`config.mk`:
```
export PLATFORM = sky130hd
export DESIGN_NAME = imem_loader_rom_flat
export DESIGN_NICKNAME = d
export VERILOG_FILES = /design/src/rtl/imem_loader_rom_if.sv /design/src/rtl/imem_loader_rom.sv /design/src/flat_wrapper.sv
export SDC_FILE = /design/constraint.sdc
export NUM_CORES = 2
export LEC_CHECK = 0
export ABC_AREA = 1
export CELL_PAD_IN_SITES_DETAIL_PLACEMENT = 1
export CELL_PAD_IN_SITES_GLOBAL_PLACEMENT = 2
export CORE_ASPECT_RATIO = 2
export CORE_MARGIN = 5
export CORE_UTILIZATION = 40
export DETAILED_ROUTE_END_ITERATION = 10
export PLACE_DENSITY = 0.83
export SLEW_MARGIN = 10
export SYNTH_ARGS = -nofsm -noshare
export SYNTH_HDL_FRONTEND = slang
export SYNTH_SLANG_ARGS = --single-unit
```
`constraint.sdc`:
```
create_clock -name clk -period 13.3 [get_ports clk]
set_input_delay 2.66 -clock clk [delete_from_list [all_inputs] [get_ports clk]]
set_output_delay 2.66 -clock clk [all_outputs]
set_load 0.01 [all_outputs]
```
`src/rtl/imem_loader_rom_if.sv`:
```
// ---------------------------------------------------------------------------
// imem_loader_rom_if
// Purpose : bundles the fetch port and the byte-serial loader port of
//           imem_loader_rom into one interface.
// Signals : PC        fetch address                    (master -> slave)
//           instr     instruction for PC, combinational (slave -> master)
//           ld_start  pulse: begin program load         (master -> slave)
//           ld_valid  loader byte valid                 (master -> slave)
//           ld_data   loader byte, MSB-first in a word  (master -> slave)
//           ld_last   final byte of the image           (master -> slave)
//           ld_ready  loader may present a byte         (slave -> master)
//           core_rst  active-low reset to the core      (slave -> master)
//           prog_len  words written by last load        (slave -> master)
//           ld_ovf    sticky image-overflow flag        (slave -> master)
// ---------------------------------------------------------------------------
interface imem_loader_rom_if #(
    parameter int INSTR_W = 16,
    parameter int ADDR_W  = 8
);
    logic [ADDR_W-1:0]  PC;
    logic [INSTR_W-1:0] instr;
    logic               ld_start;
    logic               ld_valid;
    logic [7:0]         ld_data;
    logic               ld_last;
    logic               ld_ready;
    logic               core_rst;
    logic [ADDR_W:0]    prog_len;
    logic               ld_ovf;

    modport master (
        output PC, ld_start, ld_valid, ld_data, ld_last,
        input  instr, ld_ready, core_rst, prog_len, ld_ovf
    );

    modport slave (
        input  PC, ld_start, ld_valid, ld_data, ld_last,
        output instr, ld_ready, core_rst, prog_len, ld_ovf
    );
endinterface

```
`src/rtl/imem_loader_rom.sv`:
```
// ---------------------------------------------------------------------------
// imem_loader_rom
// Purpose : instruction memory for fetch with an asynchronous read port, plus
//           a byte-serial valid/ready program loader. While loading, the core
//           is held in reset (core_rst low) and sees the HALT word; after the
//           final byte one RELEASE cycle follows, then the core runs from 0.
// Ports   : clk   clock, all state on posedge
//           rst   asynchronous active-low reset
//           bus   imem_loader_rom_if.slave (fetch + loader signals)
// Config  : IMEM_BOUNDS_EN - when defined, fetches at PC >= prog_len return
//           HALT in RUN; when undefined every PC reads memory.
//           INSTR_BITS / A_BITS / HALT supply default width and halt word.
// ---------------------------------------------------------------------------
`ifndef INSTR_BITS
`define INSTR_BITS 16
`endif
`ifndef A_BITS
`define A_BITS 8
`endif
`ifndef HALT
`define HALT 16'hF00F
`endif

module imem_loader_rom #(
    parameter int INSTR_W = `INSTR_BITS,
    parameter int ADDR_W  = `A_BITS
) (
    input  logic                  clk,
    input  logic                  rst,
    imem_loader_rom_if.slave      bus
);
    localparam int BPW   = INSTR_W / 8;
    localparam int DEPTH = 2 ** ADDR_W;
    localparam int CNT_W = (BPW > 1) ? $clog2(BPW) : 1;
    localparam logic [CNT_W-1:0]   BYTE_LAST = CNT_W'(BPW - 1);
    localparam logic [INSTR_W-1:0] HALT_WORD = INSTR_W'(`HALT);

    typedef enum logic [1:0] {
        ST_RUN     = 2'd0,
        ST_LOAD    = 2'd1,
        ST_RELEASE = 2'd2
    } state_t;

    state_t               state_q;
    logic                 ld_ready_q;
    logic                 core_rst_q;
    logic [ADDR_W:0]      prog_len_q;
    logic                 ld_ovf_q;
    logic [CNT_W-1:0]     byte_cnt_q;
    logic [ADDR_W:0]      wr_addr_q;   // one extra bit: DEPTH means "full"
    logic [INSTR_W-1:0]   word_q;

    // Memory powers up holding HALT and is never cleared by reset.
    logic [INSTR_W-1:0]   mem_q [DEPTH] = '{default: HALT_WORD};

    logic                 beat_s;
    logic                 word_end_s;
    logic                 room_s;
    logic                 wr_en_s;
    logic [INSTR_W+7:0]   shift_full_s;
    logic [INSTR_W-1:0]   shifted_s;
    logic [CNT_W+2:0]     pad_sh_s;
    logic [INSTR_W-1:0]   wr_data_s;
    logic [INSTR_W-1:0]   instr_s;

    // Beat qualification and word assembly for the write port.
    always_comb begin
        beat_s       = bus.ld_valid & ld_ready_q;
        word_end_s   = (byte_cnt_q == BYTE_LAST) | bus.ld_last;
        room_s       = ~wr_addr_q[ADDR_W];
        shift_full_s = {word_q, bus.ld_data};
        shifted_s    = shift_full_s[INSTR_W-1:0];
        // A short final word is left-justified so missing low bytes read as zero.
        pad_sh_s     = {BYTE_LAST - byte_cnt_q, 3'b000};
        if (bus.ld_last) begin
            wr_data_s = shifted_s << pad_sh_s;
        end else begin
            wr_data_s = shifted_s;
        end
        wr_en_s      = beat_s & word_end_s & room_s;
    end

    // Fetch read port: memory only in RUN, HALT otherwise.
    always_comb begin
        instr_s = HALT_WORD;
        if (state_q == ST_RUN) begin
`ifdef IMEM_BOUNDS_EN
            if ({1'b0, bus.PC} < prog_len_q) begin
                instr_s = mem_q[bus.PC];
            end else begin
                instr_s = HALT_WORD;
            end
`else
            instr_s = mem_q[bus.PC];
`endif
        end else begin
            instr_s = HALT_WORD;
        end
    end

    // Loader state machine with registered handshake/status outputs.
    always_ff @(posedge clk or negedge rst) begin
        if (!rst) begin
            state_q    <= ST_RUN;
            ld_ready_q <= 1'b0;
            core_rst_q <= 1'b1;
            prog_len_q <= '0;
            ld_ovf_q   <= 1'b0;
            byte_cnt_q <= '0;
            wr_addr_q  <= '0;
            word_q     <= '0;
        end else begin
            case (state_q)
                ST_RUN: begin
                    if (bus.ld_start) begin
                        state_q    <= ST_LOAD;
                        ld_ready_q <= 1'b1;
                        core_rst_q <= 1'b0;
                        ld_ovf_q   <= 1'b0;
                        byte_cnt_q <= '0;
                        wr_addr_q  <= '0;
                        word_q     <= '0;
                    end else begin
                        ld_ready_q <= 1'b0;
                        core_rst_q <= 1'b1;
                    end
                end
                ST_LOAD: begin
                    if (beat_s) begin
                        if (word_end_s) begin
                            byte_cnt_q <= '0;
                            word_q     <= '0;
                            if (room_s) begin
                                wr_addr_q <= wr_addr_q + (ADDR_W+1)'(1);
                            end else begin
                                ld_ovf_q  <= 1'b1;
                            end
                        end else begin
                            byte_cnt_q <= byte_cnt_q + CNT_W'(1);
                            word_q     <= shifted_s;
                        end
                        if (bus.ld_last) begin
                            // Saturates at DEPTH because no write happens once full.
                            prog_len_q <= room_s ? (wr_addr_q + (ADDR_W+1)'(1)) : wr_addr_q;
                            state_q    <= ST_RELEASE;
                            ld_ready_q <= 1'b0;
                        end else begin
                            ld_ready_q <= 1'b1;
                        end
                    end else begin
                        ld_ready_q <= 1'b1;
                    end
                end
                ST_RELEASE: begin
                    state_q    <= ST_RUN;
                    core_rst_q <= 1'b1;
                    ld_ready_q <= 1'b0;
                end
                default: begin
                    state_q    <= ST_RUN;
                    ld_ready_q <= 1'b0;
                    core_rst_q <= 1'b1;
                end
            endcase
        end
    end

    // Single synchronous write port; contents survive reset.
    always_ff @(posedge clk) begin
        if (wr_en_s) begin
            mem_q[wr_addr_q[ADDR_W-1:0]] <= wr_data_s;
        end
    end

    assign bus.instr    = instr_s;
    assign bus.ld_ready = ld_ready_q;
    assign bus.core_rst = core_rst_q;
    assign bus.prog_len = prog_len_q;
    assign bus.ld_ovf   = ld_ovf_q;

endmodule
```
`src/flat_wrapper.sv`:
```
// flat-port wrapper written by rule: the top's interface ports become plain ports
module imem_loader_rom_flat 
#(
    parameter int INSTR_W = `INSTR_BITS,
    parameter int ADDR_W  = `A_BITS
)
  (clk, rst, bus_PC, bus_ld_start, bus_ld_valid, bus_ld_data, bus_ld_last, bus_instr, bus_ld_ready, bus_core_rst, bus_prog_len, bus_ld_ovf);
  imem_loader_rom_if #(.INSTR_W(INSTR_W), .ADDR_W(ADDR_W)) bus_i ();
  input  logic clk;
  input  logic rst;
  input wire logic [$bits(bus_i.PC)-1:0] bus_PC;
  input wire logic [$bits(bus_i.ld_start)-1:0] bus_ld_start;
  input wire logic [$bits(bus_i.ld_valid)-1:0] bus_ld_valid;
  input wire logic [$bits(bus_i.ld_data)-1:0] bus_ld_data;
  input wire logic [$bits(bus_i.ld_last)-1:0] bus_ld_last;
  output wire logic [$bits(bus_i.instr)-1:0] bus_instr;
  output wire logic [$bits(bus_i.ld_ready)-1:0] bus_ld_ready;
  output wire logic [$bits(bus_i.core_rst)-1:0] bus_core_rst;
  output wire logic [$bits(bus_i.prog_len)-1:0] bus_prog_len;
  output wire logic [$bits(bus_i.ld_ovf)-1:0] bus_ld_ovf;
  assign bus_i.PC = bus_PC;
  assign bus_i.ld_start = bus_ld_start;
  assign bus_i.ld_valid = bus_ld_valid;
  assign bus_i.ld_data = bus_ld_data;
  assign bus_i.ld_last = bus_ld_last;
  assign bus_instr = bus_i.instr;
  assign bus_ld_ready = bus_i.ld_ready;
  assign bus_core_rst = bus_i.core_rst;
  assign bus_prog_len = bus_i.prog_len;
  assign bus_ld_ovf = bus_i.ld_ovf;
  imem_loader_rom #(.INSTR_W(INSTR_W), .ADDR_W(ADDR_W)) u_core (.clk(clk), .rst(rst), .bus(bus_i));
endmodule
```
Word-level counts from Yosys, hierarchy flattened
Memory sizes are Yosys's and may differ from the RTL's.
Index checks and enable logic that the tools add are counted.
- register bits: 32
- bits in latches: 0
- memory bits (writable): 4096
- memory bits (read-only): 0
- output and inout bits: 28
- logic and storage cells: 62
- memories kept: 1
- memory list (name ; words ; width ; read ports ; clocked after Yosys merged registers in ; write ports ; line ; text):
    u_core.mem_q ; 256 ; 16 ; 1 ; 0 ; 1 ; imem_loader_rom.sv:54 ; logic [INSTR_W-1:0] mem_q [DEPTH] = '{default: HALT_WORD};
- add/sub/neg operators: 3
- $mul: 0
- divide/modulo/power cells: 0
- order comparisons: 0
- equality and inequality tests: 6
- shifts and indexed selects: 1
- mux-type cells: 31
- bitwise operators: 5
- reduce and logical (&&, ||, !) cells: 7
- operators with widths (cell ; number):
    $mux W9 ; 4
    $mux W16 ; 2
    $mux W8 ; 3
    $pmux W9 S2 ; 1
    $pmux W8 S2 ; 1
    $shl A16 B4 Y16 ; 1
    $mux W1 ; 12
    $add A9 B1 Y9 const B ; 1
    $reduce_and A3 Y1 ; 3
    $pmux W1 S2 ; 4
    $mux W2 ; 3
    $ne A2 B1 Y1 const B ; 3
    $reduce_and A5 Y1 ; 1
    $ne A2 B2 Y1 const B ; 2
    $pmux W2 S2 ; 1
    $reduce_and A4 Y1 ; 1
    $and A1 B1 Y1 ; 3
    $eq A2 B1 Y1 const B ; 1
    $logic_not A2 Y1 ; 1
    $reduce_bool A2 Y1 ; 1
    $add A1 B1 Y1 const B ; 1
    $not A1 Y1 ; 1
    $or A1 B1 Y1 ; 1
    $sub A1 B1 Y1 const A ; 1

Longest topological paths before layout
- depth in word-level cells: 5
- gate-level depth with buffers: 15
- mapped depth without buffers: 11

Worst setup path before layout
OpenSTA, ideal clock, no wires.
- path type: input port to flip-flop
- from: input port bus_ld_last
- to: memory u_core.mem_q[0][8] (data pin)
- setup time: 2.189 ns
- arrival time: 12.901 ns
- required time: 11.111 ns
- setup slack: -1.790 ns
- stages: 4
- buffers on the path: 1
- cell sequence: inv_1 nor2_1 clkbuf_1 o21ai_0
- word-level cells in the longest chain between the ends: 1
- ends and longest elaborated chain (what ; line ; text):
    start: declaration ; flat_wrapper.sv:15 ; input wire logic [$bits(bus_i.ld_last)-1:0] bus_ld_last;
    $mux W16 ; imem_loader_rom.sv:75 ; if (bus.ld_last) begin
    net u_core.wr_data_s[8] ; imem_loader_rom.sv:63 ; logic [INSTR_W-1:0] wr_data_s;
    end: declaration ; imem_loader_rom.sv:54 ;
The timed path passes the listed nets, and every way through them passes these cells.

Final worst setup path
- from: input port bus_PC[0]
- to: output port bus_instr[3]
- word-level cells in the longest chain between the ends: 2
- ends and longest elaborated chain (what ; line ; text):
    start: declaration ; flat_wrapper.sv:11 ; input wire logic [$bits(bus_i.PC)-1:0] bus_PC;
    $mem_v2 Z256 W16 ; - ;
    $mux W16 ; imem_loader_rom.sv:86 ; if (state_q == ST_RUN) begin
    end: declaration ; flat_wrapper.sv:16 ; output wire logic [$bits(bus_i.instr)-1:0] bus_instr;
Every way passes these cells.

==> summary.txt <==
Detailed routing
  • DRT Wirelength: 572000 microns
  • DRT Pass-1 Iters: 6
  • Remaining DRCs: 0
  • Vias: 113000
  • Final antenna-violating net count: 0
  • Wire per inst: 29.2 microns
  • Number of DRC markers in iteration 0: around 11000
  • Drt via density: 5.79

Critical path
  • Startpoint Class: primary input
  • Worst-case reg-to-reg path depth: 7
  • R2R Setup Slk: 8.76 ns
  • WP data arrival: 7.64 ns
  • Slowest-stage cell, CP: buf_4
  • CP peak stage delay: 0.69 ns
  • Crit Path Max Fanout: approximately 150
  • Crit. End Element: output port
  • CP dominant cell by count: nand3_1
  • Reg-to-Reg End: u_core.mem_q[121][2]
  • R2R Path Start: u_core.byte_cnt_q
  • Crit path kind: in -> out
  • Cell chain of the critical path: buf_16, buf_4, buf_12, nand2_1, nand3_1, nand3_1, nand3_1, nand3_1, nand3_1, nand3_1, nand2_1, nand2_1, nand3_1, clkdlybuf4s50_1
  • Worst EP required: roughly 11 ns

Clocking
  • Clock latency on the worst-skew pair: approximately 0.98 ns
  • TritonCTS clock tree: yes
  • H-tree depth: 5
  • Clk buf depth: 4
  • Hold Buf Count CTS: 0
  • Post-CTS sizing: 0
  • Post-CTS Repair Setup Buffers: 0
  • Clock root buffer: clkbuf_16
  • CTS buffer count: about 360
  • CTS Sinks: 4128
  • Reg clk slew, reported paths: around 0.070 ns

Power and ir drop
  • Leakage: 0.0642 uW
  • Max VDD drop: 0.106 mV
  • Pwr dens: approximately 160 nW/um^2
  • Pwr Total: 29500 uW

Worst hold path
  • Hold endpoint: u_core.word_q[1]
  • HP Class: reg -> reg
  • Hold Startpoint: u_core.word_q[1]
  • Hold Crit Depth: 2

STA
  • Final number of setup-violating endpoints: 0
  • Setup Skew: 0.0665 ns
  • Post-route clock period utilization: 0.775
  • Setup tns final: 0 ns
  • Worst-Margin Slew: around 1.2 ns
  • Post-route setup slack: 3.00 ns
  • Final Hold Viols: 0
  • Min Tclk post-route: 10.30 ns
  • Max-slew violations: 0
  • RSZ-0062 raised after global routing: false
  • Max Fclk: roughly 97 MHz
  • Max-slew headroom: 0.180

Synth
  • Area contributors post-synth: edfxtp_1, nand3_1, nand2_1
  • Area leader, netlist: edfxtp_1
  • Yosys top cell area share: 0.737
  • Warnings, synthesis: 0
  • Cell variety after synth: 27
  • Register area share after synthesis: 0.741
  • Synth Net Count: 13800
  • Flops & latches, synth: 4128
  • Syn avg cell area: 12.1 sq um
  • Mapped cell area: 167000 sq um
  • Post-Syn Instances: 13800

GRT
  • Global Route Usage Sum: 0.258
  • Total gr overflow: 0
  • Antenna violations before repair: 12
  • First-pass GRT wire length: 820000 microns
  • Largest net degree at the start of global routing: between 150 and 200
  • Vias in the first global route: 118000

Finish
  • Final Non-Filler Cells: 19600
  • Post-route core utilization: 0.445
  • Layout cells sized above 1: 0.0724
  • Leading cell type in the layout, fill and taps excluded: nand2_1
  • Commonest non-fill, non-tap cells in the layout: nand2_1, edfxtp_1, nand3_1
  • Number of nets in the layout: roughly 14000
  • Area Growth Syn to Fin: 10.8%

Placement
  • PortBufs: 48
  • Place WS: between 3 and 4 ns
  • GPL Wtd Cong: between 0.8 and 0.9
  • HPWL after DPL: 332000 microns
  • Placed cell count: 18900

Floorplanning
  • Initial core utilization: 0.401
  • DIE WIDTH: 467 microns
  • IO Count: 49
  • Row cnt: 335
  • Die ar.: 431000 sq um
  • Die Ht: between 900 and 1000 microns
  • Total core area: 416000 sq um

Run status
  • Status: complete, no violations

Job
  • Max-Cap Viols: 0
where the power goes:
group	leakage [uW]	switching [uW]	total (uW)	internal, uW
combinational	0.0209	3000	3560	559
clock	0.00558	4870	10600	5720
sequential	0.0377	35.9	15400	15300
synthesized netlist by cell type:
master / number
nor2_1: 400
dfstp_2: 1
inv_4: 1
xor2_1: 5
inv_2: 2
nand3_1: 3961
nor4_1: 1
clkinv_1: 1
ha_1: 4
dfrtp_1: 31
clkbuf_1: 174
o21a_1: 1
o21ai_0: 42
xnor2_1: 1
nor3_2: 1
buf_1: 70
a211oi_1: 1
o22ai_1: 30
inv_1: 84
edfxtp_1: 4096
a21oi_1: 28
nand2_1: 4179
buf_2: 463
buf_4: 151
buf_12: 2
buf_6: 67
mux2_2: 1
metal layers:
layer / wire length, microns / GRT usage / vias up / share of wire
li1: - / - / 48900 / -
met1: 198000 / 0.284 / 58900 / 0.35
met2: 292000 / 0.458 / 4238 / 0.51
met3: 31100 / 0.0272 / 1347 / 0.054
met4: 51400 / 0.196 / 10 / 0.090
met5: 63 / 0 / - / 0.00011
worst max-delay path by stage:
stage / start / end / slack [ns] / cells past startpoint
after floorplan: bus_ld_last / u_core.mem_q[0][10] / -1.77 / 4
after global placement: bus_PC[0] / bus_instr[7] / 3.13 / 15
after detailed placement: bus_PC[0] / bus_instr[7] / 3.12 / 15
after CTS: bus_PC[0] / bus_instr[7] / 3.09 / 15
after global routing: bus_PC[0] / bus_instr[7] / 2.97 / 15
final: bus_PC[0] / bus_instr[3] / 3.00 / 14
final cells by class:
class	count	area (sq um)
timing repair buffer	499	4480
inverter	88	375
multi-input combinational	8655	38000
sequential	4128	124000
antenna	7	17.5
fill	43200	231000
tap	5560	6960
clock inverter	209	1960
clock buffer	429	9460
through the flow:
step	area, sq um	hold WS, ns
floorplan	167000	0.454
global placement	174000	0.472
detailed placement	174000	0.483
CTS	185000	0.500
global route	185000	0.517
finish	185000	0.499
critical path, delay by kind of cell:
| kind | cells | cell delay [ns] |
|---|---|---|
| buffers and inverters | 4 | 2.13 |
| and+or+nand+nor | 10 | 2.34 |
cell families (layout without fill, tap and decap cells):
family,count (synthesis),after routing,share of synthesized area
compound gates,102,102,0.00331
xor+xnor,6,6,0.000315
fa+ha+maj,4,4,0.000300
buf+inv,1015,1225,0.0329
flops,4128,4128,0.741
mux,1,1,0.0000674
other cells,0,7,0
simple gates,8542,8542,0.222
flip-flops by register name, summed over array words and instances, names as in the netlist:
signal               count
u_core.bus.ld_ready      1
u_core.word_q            8
u_core.state_q           2
u_core.byte_cnt_q        1
u_core.mem_q          4096
u_core.bus.core_rst      1
u_core.wr_addr_q         9
u_core.bus.prog_len      9
u_core.bus.ld_ovf        1
Note: power is estimated with default switching activity, not from simulation.
